--- src/rtl/fifo_rd_stream_pkg.sv ---
// Shared definitions for the FIFO read-side streaming adapter.
//   occ_t  : skid buffer occupancy (EMPTY / ONE / TWO)
//   STAT_W : width of the accepted-beat statistic
package fifo_rd_stream_pkg;

  typedef enum logic [1:0] {
    EMPTY = 2'd0,
    ONE   = 2'd1,
    TWO   = 2'd2
  } occ_t;

  localparam int STAT_W = 32;

endpackage

--- src/rtl/rd_skid_buf.sv ---
// Two-entry skid buffer between the FIFO pop side and the output stream.
// Ports:
//   clk, rst   : clock and synchronous active-high reset
//   flush      : drop all buffered words (next state EMPTY)
//   push       : capture push_data this cycle
//   push_data  : word to capture
//   pop        : head word accepted downstream this cycle
//   state      : current occupancy
//   valid      : buffer holds at least one word
//   data       : oldest buffered word
module rd_skid_buf
  import fifo_rd_stream_pkg::*;
#(
  parameter int DATA_W = 8
) (
  input  logic              clk,
  input  logic              rst,
  input  logic              flush,
  input  logic              push,
  input  logic [DATA_W-1:0] push_data,
  input  logic              pop,
  output occ_t              state,
  output logic              valid,
  output logic [DATA_W-1:0] data
);

  occ_t              state_nxt;
  logic [DATA_W-1:0] d0, d1;
  logic [DATA_W-1:0] d0_nxt, d1_nxt;

  // Data words are cleared on reset as well so the head reads 0 afterwards.
  always_ff @(posedge clk) begin
    if (rst) begin
      state <= EMPTY;
      d0    <= '0;
      d1    <= '0;
    end else begin
      state <= state_nxt;
      d0    <= d0_nxt;
      d1    <= d1_nxt;
    end
  end

  // d0 is always the head; d1 only holds the second word in TWO.
  always_comb begin
    state_nxt = state;
    d0_nxt    = d0;
    d1_nxt    = d1;
    if (flush) begin
      state_nxt = EMPTY;
    end else begin
      case (state)
        EMPTY: begin
          if (push) begin
            state_nxt = ONE;
            d0_nxt    = push_data;
          end
        end
        ONE: begin
          case ({push, pop})
            2'b11: d0_nxt = push_data;
            2'b10: begin
              state_nxt = TWO;
              d1_nxt    = push_data;
            end
            2'b01: state_nxt = EMPTY;
            default: ;
          endcase
        end
        TWO: begin
          // A push in TWO only happens alongside a pop, so the words shift.
          if (pop) begin
            d0_nxt = d1;
            if (push) d1_nxt = push_data;
            else      state_nxt = ONE;
          end
        end
        default: state_nxt = EMPTY;
      endcase
    end
  end

  assign valid = (state != EMPTY);
  assign data  = d0;

endmodule

--- src/rtl/fifo_rd_stream.sv ---
// Converts the read side of a FIFO (empty flag + combinational head word)
// into a valid/ready stream framed into packets of PKT_LEN beats.
// Optional statistics: define FIFO_RD_STREAM_STATS_EN to count accepted
// beats on beat_cnt (saturating); otherwise beat_cnt is tied to 0.
// Ports:
//   rclk, rrst  : read clock, synchronous active-high reset
//   fifo_rempty : FIFO empty flag
//   fifo_rdata  : FIFO head word
//   fifo_rinc   : FIFO pop strobe
//   flush       : discard buffered words, restart framing
//   m_valid, m_ready, m_data, m_last : output stream
//   beat_cnt    : accepted-beat statistic
module fifo_rd_stream
  import fifo_rd_stream_pkg::*;
#(
  parameter int DSIZE   = 8,
  parameter int PKT_LEN = 4
) (
  input  logic              rclk,
  input  logic              rrst,
  input  logic              fifo_rempty,
  input  logic [DSIZE-1:0]  fifo_rdata,
  output logic              fifo_rinc,
  input  logic              flush,
  output logic              m_valid,
  input  logic              m_ready,
  output logic [DSIZE-1:0]  m_data,
  output logic              m_last,
  output logic [STAT_W-1:0] beat_cnt
);

  localparam int                PCNT_W    = (PKT_LEN > 1) ? $clog2(PKT_LEN) : 1;
  localparam logic [PCNT_W-1:0] PCNT_LAST = PCNT_W'(PKT_LEN - 1);

  occ_t              state;
  logic              buf_valid;
  logic              accept;
  logic [PCNT_W-1:0] pcnt;

  // Outputs are forced quiet during reset even before the state register clears.
  assign m_valid   = buf_valid && !rrst;
  assign accept    = m_valid && m_ready;
  assign fifo_rinc = !rrst && !fifo_rempty && !flush && ((state != TWO) || accept);
  assign m_last    = m_valid && (pcnt == PCNT_LAST);

  rd_skid_buf #(
    .DATA_W (DSIZE)
  ) u_skid (
    .clk       (rclk),
    .rst       (rrst),
    .flush     (flush),
    .push      (fifo_rinc),
    .push_data (fifo_rdata),
    .pop       (accept),
    .state     (state),
    .valid     (buf_valid),
    .data      (m_data)
  );

  // A beat accepted together with flush is delivered but does not advance framing.
  always_ff @(posedge rclk) begin
    if (rrst || flush) begin
      pcnt <= '0;
    end else if (accept) begin
      pcnt <= (pcnt == PCNT_LAST) ? '0 : pcnt + 1'b1;
    end
  end

`ifdef FIFO_RD_STREAM_STATS_EN
  function automatic logic [STAT_W-1:0] sat_inc(input logic [STAT_W-1:0] v);
    return (&v) ? v : v + 1'b1;
  endfunction

  always_ff @(posedge rclk) begin
    if (rrst) begin
      beat_cnt <= '0;
    end else if (accept) begin
      beat_cnt <= sat_inc(beat_cnt);
    end
  end
`else
  assign beat_cnt = '0;
`endif

endmodule

--- config.mk ---
export PLATFORM = sky130hd
export DESIGN_NAME = fifo_rd_stream
export DESIGN_NICKNAME = d
export VERILOG_FILES = /design/src/rtl/fifo_rd_stream_pkg.sv /design/src/rtl/rd_skid_buf.sv /design/src/rtl/fifo_rd_stream.sv
export SDC_FILE = /design/constraint.sdc
export NUM_CORES = 1
export LEC_CHECK = 0
export BUFFER_PORTS_ARGS = -buffer_cell sky130_fd_sc_hd__buf_2
export CORE_AREA = 2 2 57 53
export DETAILED_ROUTE_END_ITERATION = 6
export DIE_AREA = 0 0 59 55
export GPL_ROUTABILITY_DRIVEN = 0
export PLACE_DENSITY = 0.82
export SYNTH_ARGS = -nofsm -noshare
export SYNTH_HDL_FRONTEND = slang
export SYNTH_HIERARCHICAL = 1
export SYNTH_SLANG_ARGS = --single-unit
--- constraint.sdc ---
create_clock -name rclk -period 5.4 [get_ports rclk]
set_input_delay 0.27 -clock rclk [delete_from_list [all_inputs] [get_ports rclk]]
set_output_delay 0.27 -clock rclk [all_outputs]
set_load 0.02 [all_outputs]
==> summary.txt <==
Timing
  • Fin. Hold Viols: 0
  • Fmax: ~0.36 GHz
  • Max-slew violations: 0
  • Setup TNS: 0 ps
  • Fin crit period: around 2800 ps
  • Final Cycle Share: 0.521
  • Worst Tran Pin Value: 648 ps
  • Clock Skews: 2.33 ps
  • Setup-failing EPs final: 0
  • Headroom to the max-slew limit: 0.568
  • RSZ-0062 raised after global routing: no

Clock tree
  • Clock-pin slew on the worst setup and hold paths: between 100 and 150 ps
  • CTS sink count: 20
  • H-tree levels: 1
  • # resized after CTS: 0
  • Clock Path Buffers: 2
  • Setup bufs post-CTS: 0
  • CTS tree: built
  • Root Buffer: clkbuf_4
  • CTS Hold Buffers Added: 0
  • CTS Buf Count: 3
  • Clk Latency, worst-skew pair: around 290 ps

Power and ir drop
  • Clock share of power: 0.374
  • PwrDens: between 200 and 250 nW/um^2
  • Static Leak: roughly 0.63 nW
  • Register share of total power: 0.473
  • VDD IR-drop max: ~170 uV
  • Int Pwr: around 240 uW
  • Gate power share: 0.153
  • P_sw: 84.7 uW
  • Total power: 321 uW
  • Sw Share: 0.264

Global routing
  • Initial antenna violation count: 0
  • Gr usage total: 0.130
  • Total congestion overflow: 0
  • Largest net degree at the start of global routing: 22
  • First-pass GRT wire length: 3230 um
  • Vias in the first global route: around 740

Finish
  • Layout area overhead: 2.71%
  • Final nets: roughly 170
  • Diodes inserted: 0
  • Layout cells sized above 1: 0.253

Critical path
  • Worst endpoint data arrival time: roughly 3000 ps
  • Crit path from: u_skid/state[1]$_SDFFE_PP0P_
  • R2r setup slk: around 2600 ps
  • R2R Path End: u_skid/data[6]$_SDFFE_PP0P_
  • Reg2Reg Depth: 8
  • FF-to-FF Start: u_skid/state[1]$_SDFFE_PP0P_
  • Startpoint types: register
  • Worst-path fanout max: 16
  • Crit. End Element: register
  • Worst setup endpoint: u_skid/data[6]$_SDFFE_PP0P_
  • Setup CP Type: register to register
  • Critical Path RT: ~5600 ps

Detailed routing
  • Initial DRC count: 6
  • DRT Pass-1 Iters: 4
  • Detailed Route WL: about 2100 um
  • Drc violations: 0
  • Routed Antenna Nets: 0
  • Wirelength per Cell: between 10 and 15 um
  • Vias per cell: just under 5
  • Vias: 909

Synth
  • Synthesized area per cell: between 9 and 10 um^2
  • Asr flop ratio synth: 0
  • Post-synthesis cell count: roughly 130
  • Synth Register Bits: 20
  • Synthesis Warnings: 6
  • Cell variety after synth: 31
  • EDFF count, synth: 0
  • Synth Flop Type: dfxtp_1
  • Seq/Total Area, Yosys: 0.310
  • Cell Area, Synth: 1290 um^2

Place
  • Post-detail-place hpwl: 1620 um
  • PortBufs: 23

Die
  • Die W: 59 um
  • Core footprint: ~2700 um^2
  • Top Ports: 56
  • Initial Util: 0.486
  • Die ar.: 3250 um^2
  • Die height: about 55 um
  • Core Rows: 18

Flow run
  • MaxCap Viol Count: 0

Min path
  • Worst Hold Class: input port to register

Run status
  • Status: complete, no violations
==> layout by cell type (no fill, tap or decap), types with 2 or more instances in the layout <==
cell and instances:
conb_1 32, buf_2 23, dfxtp_1 20, mux2i_1 18
a21oi_1 9, nor2_1 9, a311oi_1 6, inv_1 5
ha_1 4, a311oi_2 3, clkbuf_4 3, a21bo_2 2
nand3b_1 2, a21oi_2 2, nor3_1 2
==> Yosys cell counts (all sizes together), types with 2 or more instances <==
cell / n / area, um^2
nor3: 2 / 10.0
buf: 37 / 283
nor2: 9 / 33.8
nand3b: 3 / 26.3
mux2i: 18 / 180
dfxtp: 20 / 400
a311oi: 9 / 97.6
or2: 2 / 12.5
a21bo: 2 / 20.0
inv: 5 / 18.8
a21oi: 12 / 78.8
ha: 4 / 50.1
==> sequential cells by signal (all words and copies together), names as in the netlist <==
| name | count |
|---|---|
| u_skid/d1 | 8 |
| pcnt | 2 |
| u_skid/data | 8 |
| u_skid/state | 2 |
==> worst max-delay path: stages, from the launching register on <==
cell and delay [ps]:
dfxtp_1 530, or2_2 240, nand3b_2 100, a311oi_2 570, ha_1 240, mux2i_1 80, o21ai_2 550, a21oi_1 150
a311oi_1 270
==> power groups by stage <==
| stage | Combinational [mW] | Clock (mW) | Sequential (mW) |
|---|---|---|---|
| after floorplan | 0.0544 | 0 | 0.157 |
| after global placement | 0.0475 | 0 | 0.155 |
| after detailed placement | 0.0486 | 0 | 0.155 |
| after CTS | 0.0486 | 0.123 | 0.152 |
| after global routing | 0.0539 | 0.129 | 0.152 |
| final | 0.0490 | 0.120 | 0.152 |
==> layout make-up <==
| type | count | area (um^2) |
|---|---|---|
| inverter | 5 | 18.8 |
| tap | 30 | 37.5 |
| fill | 256 | 1330 |
| multi-input combinational | 102 | 703 |
| clock buffer | 3 | 22.5 |
| timing repair buffer | 23 | 115 |
| sequential | 20 | 400 |
| clock inverter | 1 | 30.0 |
==> metrics by stage <==
stage / cells / instance area (um^2) / utilization / hold WS (ps) / setup slack, ps
floorplan: 165 / 1410 / - / 347 / 2860
global placement: 180 / 1270 / 0.480 / 474 / 2770
detailed placement: 180 / 1270 / 0.480 / 485 / 2610
CTS: 184 / 1330 / 0.500 / 212 / 2590
global route: 184 / 1330 / 0.500 / 225 / 2260
finish: 184 / 1330 / 0.500 / 224 / 2590
==> kinds of logic (layout without fill, tap and decap cells) <==
kind of cell | Yosys count | after routing | synth area share
buffers and inverters | 43 | 32 | 0.236
AOI/OAI and AO/OA | 25 | 25 | 0.167
and+or+nand+nor | 23 | 23 | 0.106
DFF | 20 | 20 | 0.310
muxes | 18 | 18 | 0.139
adders and majority gates | 4 | 4 | 0.0387
other | 1 | 32 | 0.00290
==> worst min-delay path by stage <==
stage / depth (start not counted) / slack, ps / startpoint / end
after global placement: 2 / 470 / u_skid/d1[2]$_SDFFE_PP0P_ / u_skid/d1[2]$_SDFFE_PP0P_
after floorplan: 1 / 350 / flush / u_skid/state[0]$_SDFFE_PP0P_
after CTS: 3 / 210 / fifo_rdata[5] / u_skid/d1[5]$_SDFFE_PP0P_
after detailed placement: 2 / 490 / u_skid/d1[5]$_SDFFE_PP0P_ / u_skid/d1[5]$_SDFFE_PP0P_
final: 3 / 220 / fifo_rdata[5] / u_skid/d1[5]$_SDFFE_PP0P_
after global routing: 2 / 230 / flush / u_skid/state[0]$_SDFFE_PP0P_
==> routing by layer <==
metal	global-route usage	routed length [um]	part of all wire
met5	0	0	0
met4	0.0568	9	0.0043
met3	0.0233	125	0.060
met2	0.220	1030	0.49
met1	0.164	928	0.44
No activity file was read; power rests on OpenSTA's default activity.
